## src/rtl/strip_placement_ctrl_pkg.sv

```systemverilog
// Shared parameters and FSM encoding for the strip placement controller.
package strip_placement_ctrl_pkg;

  localparam int unsigned NumStrips = 8;
  localparam int unsigned StripCap  = 128;
  localparam int unsigned OccW      = 8;
  localparam int unsigned WidW      = 5;
  localparam int unsigned SidxW     = $clog2(NumStrips);

  typedef enum logic [1:0] {
    StIdle  = 2'd0,
    StScan  = 2'd1,
    StCheck = 2'd2,
    StResp  = 2'd3
  } state_e;

endpackage

```

## src/rtl/strip_placement_ctrl_strike_det.sv

```systemverilog
// Add/compare for the placement check: sum of occupancy and width, strike if over capacity.
module strip_placement_ctrl_strike_det
  import strip_placement_ctrl_pkg::*;
(
  input  logic [OccW-1:0] occ_i,
  input  logic [WidW-1:0] width_i,
  output logic [OccW-1:0] sum_o,
  output logic            strike_o
);

  logic [OccW:0] sum_full;

  // One extra bit so the sum never wraps; sum_o is only meaningful when no strike.
  always_comb begin
    sum_full = {1'b0, occ_i} + {{(OccW + 1 - WidW){1'b0}}, width_i};
    strike_o = sum_full > (OccW + 1)'(StripCap);
    sum_o    = sum_full[OccW-1:0];
  end

endmodule

```

## src/rtl/strip_placement_ctrl.sv

```systemverilog
// Places blocks onto the least-occupied strip, committing occupancy unless the block would strike.
module strip_placement_ctrl
  import strip_placement_ctrl_pkg::*;
(
  input  logic             clk_i,
  input  logic             rst_i,
  input  logic             clear_all_i,
  input  logic             req_valid_i,
  output logic             req_ready_o,
  input  logic [WidW-1:0]  req_width_i,
  output logic             rsp_valid_o,
  input  logic             rsp_ready_i,
  output logic [SidxW-1:0] rsp_strip_o,
  output logic [OccW-1:0]  rsp_offset_o,
  output logic             rsp_strike_o,
  output logic             busy_o,
  output logic [15:0]      place_cnt_o,
  output logic [15:0]      strike_cnt_o
);

  localparam logic [SidxW-1:0] LastIdx = SidxW'(NumStrips - 1);

  state_e           state_q;
  logic [SidxW-1:0] idx_q, best_q;
  logic [OccW-1:0]  best_occ_q;
  logic [WidW-1:0]  width_q;
  logic [OccW-1:0]  occ_q [NumStrips];
  logic             rsp_valid_q, rsp_strike_q;
  logic [SidxW-1:0] rsp_strip_q;
  logic [OccW-1:0]  rsp_offset_q;
  logic [15:0]      place_cnt_q, strike_cnt_q;

  logic [OccW-1:0]  sum;
  logic             strike;

  strip_placement_ctrl_strike_det u_strike_det (
    .occ_i    (best_occ_q),
    .width_i  (width_q),
    .sum_o    (sum),
    .strike_o (strike)
  );

  always_ff @(posedge clk_i or posedge rst_i) begin
    if (rst_i) begin
      state_q      <= StIdle;
      idx_q        <= '0;
      best_q       <= '0;
      best_occ_q   <= '0;
      width_q      <= '0;
      rsp_valid_q  <= 1'b0;
      rsp_strike_q <= 1'b0;
      rsp_strip_q  <= '0;
      rsp_offset_q <= '0;
      place_cnt_q  <= '0;
      strike_cnt_q <= '0;
      for (int i = 0; i < NumStrips; i++) occ_q[i] <= '0;
    end else if (clear_all_i) begin
      // Drops any in-flight request, including a commit due this cycle.
      state_q     <= StIdle;
      rsp_valid_q <= 1'b0;
      for (int i = 0; i < NumStrips; i++) occ_q[i] <= '0;
    end else begin
      unique case (state_q)
        StIdle: begin
          if (req_valid_i) begin
            width_q    <= req_width_i;
            idx_q      <= '0;
            best_q     <= '0;
            best_occ_q <= occ_q[0];
            state_q    <= StScan;
          end
        end
        StScan: begin
          // Strictly-less keeps the lowest index on ties.
          if (occ_q[idx_q] < best_occ_q) begin
            best_q     <= idx_q;
            best_occ_q <= occ_q[idx_q];
          end
          if (idx_q == LastIdx) state_q <= StCheck;
          else                  idx_q   <= idx_q + SidxW'(1);
        end
        StCheck: begin
          if (!strike) begin
            occ_q[best_q] <= sum;
            if (place_cnt_q != 16'hFFFF) place_cnt_q <= place_cnt_q + 16'd1;
          end else if (strike_cnt_q != 16'hFFFF) begin
            strike_cnt_q <= strike_cnt_q + 16'd1;
          end
          rsp_strip_q  <= best_q;
          rsp_offset_q <= best_occ_q;
          rsp_strike_q <= strike;
          rsp_valid_q  <= 1'b1;
          state_q      <= StResp;
        end
        StResp: begin
          if (rsp_ready_i) begin
            rsp_valid_q <= 1'b0;
            state_q     <= StIdle;
          end
        end
        default: state_q <= StIdle;
      endcase
    end
  end

  assign req_ready_o  = (state_q == StIdle) && !clear_all_i;
  assign busy_o       = (state_q != StIdle);
  assign rsp_valid_o  = rsp_valid_q;
  assign rsp_strip_o  = rsp_strip_q;
  assign rsp_offset_o = rsp_offset_q;
  assign rsp_strike_o = rsp_strike_q;
  assign place_cnt_o  = place_cnt_q;
  assign strike_cnt_o = strike_cnt_q;

endmodule
```

## config.mk

```make
export PLATFORM = sky130hd
export DESIGN_NAME = strip_placement_ctrl
export DESIGN_NICKNAME = d
export VERILOG_FILES = /design/src/rtl/strip_placement_ctrl_pkg.sv /design/src/rtl/strip_placement_ctrl_strike_det.sv /design/src/rtl/strip_placement_ctrl.sv
export SDC_FILE = /design/constraint.sdc
export NUM_CORES = 1
export LEC_CHECK = 0
export ABC_AREA = 1
export BUFFER_PORTS_ARGS = -buffer_cell sky130_fd_sc_hd__buf_2
export CORE_ASPECT_RATIO = 0.9
export CORE_MARGIN = 2
export CORE_UTILIZATION = 45
export DETAILED_ROUTE_END_ITERATION = 6
export MAX_ROUTING_LAYER = met4
export PLACE_DENSITY_LB_ADDON = 0.15
export SYNTH_ARGS = -nofsm -noshare
export SYNTH_HDL_FRONTEND = slang
export SYNTH_HIERARCHICAL = 1
export SYNTH_SLANG_ARGS = --single-unit
```

## constraint.sdc

```tcl
create_clock -name clk_i -period 4.85 [get_ports clk_i]
set_clock_uncertainty 0.1 [all_clocks]
set_input_delay 0.2425 -clock clk_i [delete_from_list [all_inputs] [get_ports clk_i]]
set_output_delay 0.2425 -clock clk_i [all_outputs]
set_load 0.01 [all_outputs]
```

# --- Word-level counts from Yosys, hierarchy flattened ---
# Index checks and enable logic that the tools add are counted.
totals:
  regBits: 130
  out_inout_bits: 47
  in_bits: 10
  wordCells: 87
classes:
  mux: 25
  add_sub_neg: 4
  eq_ne: 13
  n_reduce_logical: 17
  bitwise: 4
  order_cmp: 5
ops:
  columns: ["operator", "count"]
  rows:
  - ["$mux 64", 3]
  - ["$bwmux 64", 1]
  - ["$mux 8", 5]
  - ["$add 16x1->16 const B", 2]
  - ["$ne 16x16->1 const B", 2]
  - ["$bmux 8 s3", 1]
  - ["$demux 8 s3", 1]
  - ["$pmux 8 s2", 1]
  - ["$reduce_and 4->1", 4]
  - ["$pmux 3 s2", 2]
  - ["$add 8x5->9", 1]
  - ["$gt 9x8->1 const B", 1]
  - ["$mux 3", 3]
  - ["$ne 3x3->1 const B", 3]
  - ["$ge 4x4->1 const B", 2]
  - ["$lt 8x8->1", 1]
  - ["$mux 2", 4]
  - ["$ne 2x2->1 const B", 4]
  - ["$not 3->4", 2]
  - ["$pmux 2 s4", 1]
  - ["$reduce_and 2->1", 3]
  - ["$reduce_and 3->1", 2]
  - ["$reduce_bool 2->1", 3]
  - ["$eq 2x2->1 const B", 2]
  - ["11 further kinds", 14]

# --- Depth between registers and ports, before layout ---
# Gate-level depths: netlist of run 1.
depth:
  depth_word: 9
  mapped_depth: 20
  mapped_depth_nobuf: 20

# --- Hierarchy ---
# Netlist of run 1, hierarchy kept.
by_module_without_submodules:
  columns: ["module", "area_per_inst_um2", "seq_area_each_um2", "instances", "cells_each"]
  rows:
  - ["strip_placement_ctrl", 6150.9, 3253.1, 1, 696]
  - ["strip_placement_ctrl_strike_det", 387.9, 0.0, 1, 76]

# --- Worst setup path after synthesis of run 1 ---
# Ideal clock, no wire load.
synth_path:
  kind: "register -> register"
  from: "reg best_occ_q[0]"
  to: "reg place_cnt_q[15], in the netlist place_cnt_o[15]"
  t_required_ns: 4.629
  setup_ns: 0.121
  slack_ns: 2.253
  period_less_slack_ns: 2.597
  n_path_buf: 0
  stages_incl_launch_ff: 20
  arrival_ns: 2.376
  path_cell_list: "dfrtp_1 ha_1 inv_1 fa_1 inv_1 nand2_1 nand2_1 nand2_1 nand2_1 nand2_1 nor2_1 nand3_1 nand2_1 nand2_1 nor2_1 nand2_2 nor4_2 nand3_1 o21ai_1 nand2_1"
synth_between:
  elab_chain_cells: 4
synth_rtl:
  columns: ["item", "line", "text"]
  rows:
  - ["from (decl)", "strip_placement_ctrl.sv:25", "logic [OccW-1:0] best_occ_q;"]
  - ["from (signal assigned)", "strip_placement_ctrl.sv:69", "best_occ_q <= occ_q[0];"]
  - ["from (signal assigned)", "strip_placement_ctrl.sv:77", "best_occ_q <= occ_q[idx_q];"]
  - ["$add 8x5->9", "strip_placement_ctrl_strike_det.sv:15", "sum_full = {1'b0, occ_i} + {{(OccW + 1 - WidW){1'b0}}, width_i};"]
  - ["named net sum[4]", "strip_placement_ctrl.sv:33", "logic [OccW-1:0] sum;"]
  - ["$gt 9x8->1", "strip_placement_ctrl_strike_det.sv:16", "strike_o = sum_full > (OccW + 1)'(StripCap);"]
  - ["named net strike", "strip_placement_ctrl.sv:34", "logic strike;"]
  - ["$not 1->1 (no source line)", null, null]
  - ["$reduce_and 4->1 (no source line)", null, null]
  - ["to (signal assigned)", "strip_placement_ctrl.sv:85", "if (place_cnt_q != 16'hFFFF) place_cnt_q <= place_cnt_q + 16'd1;"]
  - ["to (decl)", "strip_placement_ctrl.sv:31", "logic [15:0] place_cnt_q, strike_cnt_q;"]
# The timed path passes the listed nets, and every way through them passes these cells.
# A chain may end at the register's enable or synchronous reset.

# --- Worst setup path in the final report of run 1 ---
layout_path:
  from: "reg idx_q[1]"
  to: "reg best_occ_q[0]"
layout_between:
  elab_chain_cells: 7
  word_cells_on_any_way: 9
  cone_classes: "1 x order compare; 1 x eq/ne; 5 x mux; 1 x bitwise; 1 x reduce/logical"
layout_rtl:
  columns: ["item", "line", "text"]
  rows:
  - ["from (decl)", "strip_placement_ctrl.sv:24", "logic [SidxW-1:0] idx_q, best_q;"]
  - ["from (signal assigned)", "strip_placement_ctrl.sv:80", "else idx_q <= idx_q + SidxW'(1);"]
  - ["$not 3->4 (implied by the code) *", "strip_placement_ctrl.sv:75, strip_placement_ctrl.sv:77", null]
  - ["$bmux 8 s3 *", "strip_placement_ctrl.sv:75, strip_placement_ctrl.sv:77", null]
  - ["$mux 8 (implied by the code) * (2 in a row)", "strip_placement_ctrl.sv:75, strip_placement_ctrl.sv:77", null]
  - ["$lt 8x8->1", "strip_placement_ctrl.sv:75", "if (occ_q[idx_q] < best_occ_q) begin"]
  - ["$ne 2x2->1 (no source line)", null, null]
  - ["$reduce_and 4->1 (no source line)", null, null]
# Mark *: on every way between the ends. The rest lies on a longest branch, timed or not. The select of a mux whose other input is x is not followed.

==> results of run 1 <==
[cells in the mapped netlist, types with 7 or more instances]
library cell / n
xnor2_1: 12
nand2_1: 155
buf_2: 7
inv_1: 90
nand4_1: 13
dfrtp_1: 130
nand3_1: 73
clkbuf_1: 16
a31oi_1: 7
nor2_1: 37
xor2_1: 15
o21ai_0: 90
o22ai_1: 34
a21oi_1: 28
ha_1: 20
[sequential cells by signal (all words and copies together), names as in the netlist, 2 cells and up]
name,flops
best_occ_q,8
best_q,3
idx_q,3
occ_q,64
place_cnt_o,16
rsp_offset_o,8
rsp_strip_o,3
state_q,2
strike_cnt_o,16
width_q,5
[cells by family (layout without fill, tap and decap cells)]
family	after synthesis	after routing	share of synthesized area [%]
multiplexers	6	6	1.03
AO/OA/AOI/OAI	166	166	13.8
adder cells (fa/ha/maj)	21	21	4.13
buffers and inverters	125	196	7.65
XOR/XNOR	28	28	3.87
flip-flops	130	130	49.8
AND/OR/NAND/NOR	296	296	19.7
[worst max-delay path, cell delays in order (launching register included)]
cell and delay, ps:
dfrtp_1 850, inv_2 310, a21oi_1 230, o21ai_0 110, nand2_1 80, nor2_1 50, a31oi_1 320, ha_1 330
nand2_1 100, nor2_1 50, a211oi_1 180, nand2_1 100, nand2_2 200, nand2_2 220, nand2_1 140, nand2_1 60
[area by class of cell]
type | count | area (µm²)
timing repair buffer | 70 | 408
sequential | 130 | 3250
clock inverter | 6 | 32.5
multi-input combinational | 517 | 2790
inverter | 96 | 363
tap | 193 | 241
fill | 1334 | 6540
clock buffer | 24 | 482
[metal layers]
metal | vias up | GRT usage [%] | wire [µm]
met5 | - | - | 0
met4 | 0 | 6.85 | 187
met3 | 15 | 4.21 | 834
met2 | 172 | 32.8 | 7270
met1 | 2678 | 33.8 | 8110
li1 | 2702 | - | -
[power by group]
group	internal, µW	switching (µW)
Sequential	1230	143
Combinational	430	941
Clock	682	447
Total	2340	1530
[through the flow]
stage               instance area (µm²)  utilization (%)
detailed placement                 6960             49.3
global placement                   6960             49.3
global route                       7560             53.6
CTS                                7560             53.6
floorplan                          6540                -
finish                             7560             53.6
[what timing repair did]
item / in CTS / in global routing
endpoints found under the hold margin: 25 / 0
resized for setup: 0 / 0
hold buffers: 9 / 0
[worst min path at each step]
| stage | from | end | slack, ps | cells past startpoint |
|---|---|---|---|---|
| 2_1_floorplan | clear_all_i | rsp_valid_o$_DFFE_PP0P_ | 210 | 1 |
| 6_report | rst_i | place_cnt_o[15]$_DFFE_PP0P_ | 220 | 3 |
| 5_1_grt | rst_i | place_cnt_o[13]$_DFFE_PP0P_ | 260 | 3 |
| 3_5_place_dp | rst_i | place_cnt_o[13]$_DFFE_PP0P_ | 100 | 2 |
| 3_3_place_gp | rst_i | place_cnt_o[15]$_DFFE_PP0P_ | 90 | 2 |
| 4_1_cts | rst_i | place_cnt_o[5]$_DFFE_PP0P_ | 210 | 3 |
==> qor.csv, run 1 <==
stage;metric;value;unit
outcome;outcome;finished clean;
critical_path;crit_fanout;19;
finish;final_cell_mix;155 x nand2_1, 130 x dfrtp_1, 90 x o21ai_0;
sta;finalWorstSetupSlack;1300;ps
drt;antenna_left;0;
finish;area_growth_syn_to_layout;15.7;%
clocking;cts_tree;done;
die;die_height;118;µm
critical_path;start_kind;flop;
sta;rsz0062_at_grt;false;
sta;hold_viol_final;0;
global_route;grt_max_degree;79;
placed_design;gp_congestion;0.890;
clocking;htreeDepth;4;
clocking;clk-insertion-delay-late;420;ps
finish;stdcell_count;1036;
synth;synth_edf_count;0;
sta;tns;0;ps
drt;vias;5567;
synth;syn_area_per_cell;8.47;µm²
drt;drt_iter0_drc;517;
die;ios;57;
finish;layout-drive-gt1-share;13.2;%
die;die_w;131;µm
critical_path;reg2reg_depth;15;
critical_path;r2r_end;best_occ_q[0]$_DFFE_PP0P_;
finish;fin_nets;863;
drt;routed_wirelength;16400;µm
die;rows;41;
synth;yosys_warnings;6;
power;leakage;0.00366;µW
synth;synthesis.area;0.00654;mm²
critical_path;crit_start;idx_q[1]$_DFFE_PP0P_;
die;start_util;46.4;%
placed_design;dp_hpwl;11500;µm
die;core_area;0.0141;mm²
synth;yosysTopAreaCell;dfrtp_1;
critical_path;arrival;3760;ps
placed_design;dp_cells;997;
critical_path;r2r-start;idx_q[1]$_DFFE_PP0P_;
power;powerDensity;512;mW/mm²
global_route;antenna_found_initial;0;
power;peakVddDrop;0.335;mV
placed_design;io_buffers;56;
synth;syn_nets;803;
die;dieArea;0.0155;mm²
critical_path;critPathRequiredTime;5050;ps
global_route;grt_pass1_wl;27200;µm
power;total_power;3880;µW
critical_path;end_kind;flop;
sta;slew_headroom;32.8;%
placed_design;preCtsSetupSlack;1410;ps
run;max-cap-violations;0;
clocking;root_buffer;clkbuf_16;
clocking;cts_buffer_depth;2;
clocking;numCtsBuffers;17;
sta;fmax;282;MHz
drt;drc;0;
finish;layout_commonest_cell;nand2_1;
synth;yosysUniqueCellTypes;36;
sta;worst_slew_pin_slew;1010;ps
critical_path;rrSetupSlack;1300;ps
sta;timing.final.crit_share;73.2;%
clocking;cts.reportedPaths.clkPinSlew;50;ps
sta;holdWs;217;ps
sta;period_minus_slack;3550;ps
synth;synth_ff_type;dfrtp_1;
drt;detail_route.vias_per_cell;5.37;
global_route;grt_pass1_vias;5269;
drt;routedWlPerCell;15.8;µm
critical_path;crit_path_end;best_occ_q[0]$_DFFE_PP0P_;
synth;synth_top_area_share;49.8;%
clocking;cts_num_sinks;130;
worst_hold_path;hold_path_class;in -> async;
synth;synth_area_leaders;dfrtp_1 50%, nand2_1 8.9%, o21ai_0 6.9%;
synth;ys_seq_area_share;49.8;%
global_route;grt_remaining_overflow;0;
critical_path;critical_path_class;reg -> reg;
synth;async_reset_ff_share;100;%
synth;synth-seq-cells;130;
sta;setup-violations-final;0;
finish;antenna_cells;0;
sta;maxSlewViolCount;0;
clocking;cts_setup_buffers;0;
synth;synthCells;772;
global_route;grtUsageTotal;23.1;%
drt;drtPass1Iterations;6;
Power figures use the tool's default switching activity.
==> inputs of run 2 (changes only) <==
==> constraint.sdc (replaced) <==
create_clock -name clk_i -period 3.2 [get_ports clk_i]
set_clock_uncertainty 0.1 [all_clocks]
set_input_delay 0.16 -clock clk_i [delete_from_list [all_inputs] [get_ports clk_i]]
set_output_delay 0.16 -clock clk_i [all_outputs]
set_load 0.01 [all_outputs]
==> qor.csv, run 2 (same netlist as run 1, synthesis figures left out) <==
stage;metric;value;unit;change
global_route;grt_remaining_overflow;0;;unchanged
drt;drt_iter0_drc;529;;+2.3%
clocking;cts.reportedPaths.clkPinSlew;60;ps;about the same
critical_path;reg2reg_depth;19;;+4
clocking;clk-insertion-delay-late;420;ps;about the same
clocking;cts_num_sinks;130;;unchanged
die;ios;57;;unchanged
power;seq_power_share;33.6;%;-1.9 points
drt;detail_route.vias_per_cell;5.33;;-0.72%
finish;fillers;1288;;-3.4%
die;rows;41;;unchanged
critical_path;end_kind;flop;;
die;die_w;131;µm;unchanged
die;start_util;46.4;%;unchanged
run;max-cap-violations;0;;unchanged
finish;largest_reg_flops;64;;unchanged
power;peakVddDrop;0.445;mV;+33%
critical_path;r2r-start;best_occ_q[0]$_DFFE_PP0P_;;
drt;drc;0;;unchanged
die;dieArea;0.0155;mm²;unchanged
sta;maxSlewViolCount;0;;unchanged
die;core_area;0.0141;mm²;unchanged
global_route;grtUsageTotal;23.6;%;+0.47 points
clocking;cts_tree;done;;
sta;finalWorstSetupSlack;305;ps;-993 ps
drt;routedWlPerCell;15.8;µm;about the same
critical_path;critical_path_class;reg -> reg;;
critical_path;critPathRequiredTime;3410;ps;-1640 ps
critical_path;arrival;3100;ps;-660 ps
finish;layout-drive-gt1-share;15.7;%;+2.5 points
power;clock_power_share;29.7;%;+0.6 points
placed_design;gp_congestion;0.863;;-3.0%
clocking;numCtsBuffers;17;;unchanged
drt;vias;5628;;+1.1%
sta;fmax;345;MHz;+23%
sta;hold_viol_final;0;;unchanged
sta;setup-violations-final;0;;unchanged
worst_hold_path;holdPathEnd;idx_q[2]$_DFFE_PP0P_;;
critical_path;r2r_end;place_cnt_o[15]$_DFFE_PP0P_;;
critical_path;crit_fanout;8;;-11
finish;final_cell_mix;154 x nand2_1, 130 x dfrtp_1, 90 x o21ai_0;;
clocking;cts_buffer_depth;2;;unchanged
clocking;htreeDepth;4;;unchanged
placed_design;preCtsSetupSlack;193;ps;-1210 ps
global_route;antenna_found_initial;0;;unchanged
finish;regMostFlops;occ_q;;
global_route;grt_max_degree;50;;-37%
finish;fin_nets;882;;+2.2%
drt;routed_wirelength;16700;µm;+1.8%
outcome;outcome;finished clean;;
sta;slew_headroom;33.4;%;+0.59 points
worst_hold_path;hold_path_class;in -> reg;;
power;powerDensity;783;mW/mm²;+53%
power;netSwitchingPower;2360;µW;+54%
power;total_power;6140;µW;+58%
placed_design;dp_hpwl;11600;µm;+0.10%
critical_path;rrSetupSlack;310;ps;-990 ps
die;die_height;118;µm;unchanged
finish;area_growth_syn_to_layout;19.9;%;
power;p_int;3780;µW;+61%
critical_path;start_kind;flop;;
worst_hold_path;hold_start;req_valid_i;;
sta;period_minus_slack;2890;ps;-657 ps
finish;antenna_cells;0;;unchanged
global_route;grt_pass1_wl;27600;µm;+1.6%
drt;drtPass1Iterations;5;;-1
global_route;grt_pass1_vias;5310;;+0.78%
placed_design;io_buffers;56;;unchanged
worst_hold_path;min_path_cells;5;;
sta;timing.final.crit_share;90.5;%;+17 points
sta;worst_slew_pin_slew;997;ps;-9.13 ps
drt;antenna_left;0;;unchanged
power;p_comb_share;36.6;%;+1.2 points
clocking;root_buffer;clkbuf_16;;
finish;layout_commonest_cell;nand2_1;;
power;leakage;0.00378;µW;+3.2%
power;switching_share;38.4;%;-1.1 points
==> run 2: area by class of cell <==
class                      instances  area [µm²]  share of cell area (%)
sequential                       130        3250                    41.5
multi-input combinational        517        2850                    36.3
timing repair buffer              89         588                    7.50
clock buffer                      24         462                    5.89
inverter                          96         367                    4.68
tap                              193         241                    3.08
clock inverter                     6        82.6                    1.05
==> run 2: routing by layer <==
layer	vias up	part of all wire (%)	global-route usage (%)
met3	15	4.6	3.94
met2	138	46	34.5
li1	2741	-	-
met5	-	0	-
met1	2734	49	33.6
met4	0	0.89	7.51
==> run 2: worst max-delay path, stage by stage, from the launching register on <==
cell	delay (ps)
dfrtp_1	350
ha_2	200
inv_1	50
fa_1	390
inv_1	110
nand2_1	60
nand2_1	80
nand2_1	60
nand2_1	50
nand2_1	60
nor2_1	100
nand3_1	70
nand2_1	60
nand2_1	100
nor2_4	130
nand2_4	100
nor4_4	330
nand3_2	150
o21ai_1	150
nand2_1	60
==> run 2: worst max path at each step <==
| stage | start | to | slack (ps) |
|---|---|---|---|
| 2_1_floorplan | best_occ_q[0]$_DFFE_PP0P_ | place_cnt_o[15]$_DFFE_PP0P_ | 600 |
| 3_3_place_gp | best_occ_q[0]$_DFFE_PP0P_ | occ_q[40]$_DFFE_PP0P_ | 290 |
| 3_5_place_dp | best_occ_q[0]$_DFFE_PP0P_ | place_cnt_o[15]$_DFFE_PP0P_ | 190 |
| 4_1_cts | best_occ_q[0]$_DFFE_PP0P_ | place_cnt_o[15]$_DFFE_PP0P_ | 180 |
| 5_1_grt | width_q[0]$_DFFE_PP0P_ | place_cnt_o[15]$_DFFE_PP0P_ | -0.3 |
| 6_report | best_occ_q[0]$_DFFE_PP0P_ | place_cnt_o[15]$_DFFE_PP0P_ | 310 |
==> run 2: what timing repair did <==
item                                   CTS  global route
setup buffers                            0             2
resized for setup                        0            13
endpoints found under the hold margin   47             0
setup endpoints to repair                0            25
hold buffers                             9             0
==> run 2: power by group through the flow <==
stage | registers (µW) | clock network [µW] | logic [µW]
6_report | 2060 | 1830 | 2250
5_1_grt | 2100 | 1920 | 2540
4_1_cts | 2060 | 1850 | 2200
3_5_place_dp | 2090 | 0 | 2170
3_3_place_gp | 2080 | 0 | 2130
2_1_floorplan | 2080 | 0 | 1460
==> run 2: through the flow <==
stage          util [%]  setup TNS (ps)  hold slack, ps  instance area (µm²)  std cells
2_1_floorplan         -               0             132                 6540        772
3_3_place_gp       50.5               0             254                 7130       1014
3_5_place_dp       50.5               0             255                 7130       1014
4_1_cts            55.0               0             155                 7760       1053
5_1_grt            55.6          -0.323             239                 7840       1055
6_report           55.6               0             164                 7840       1055
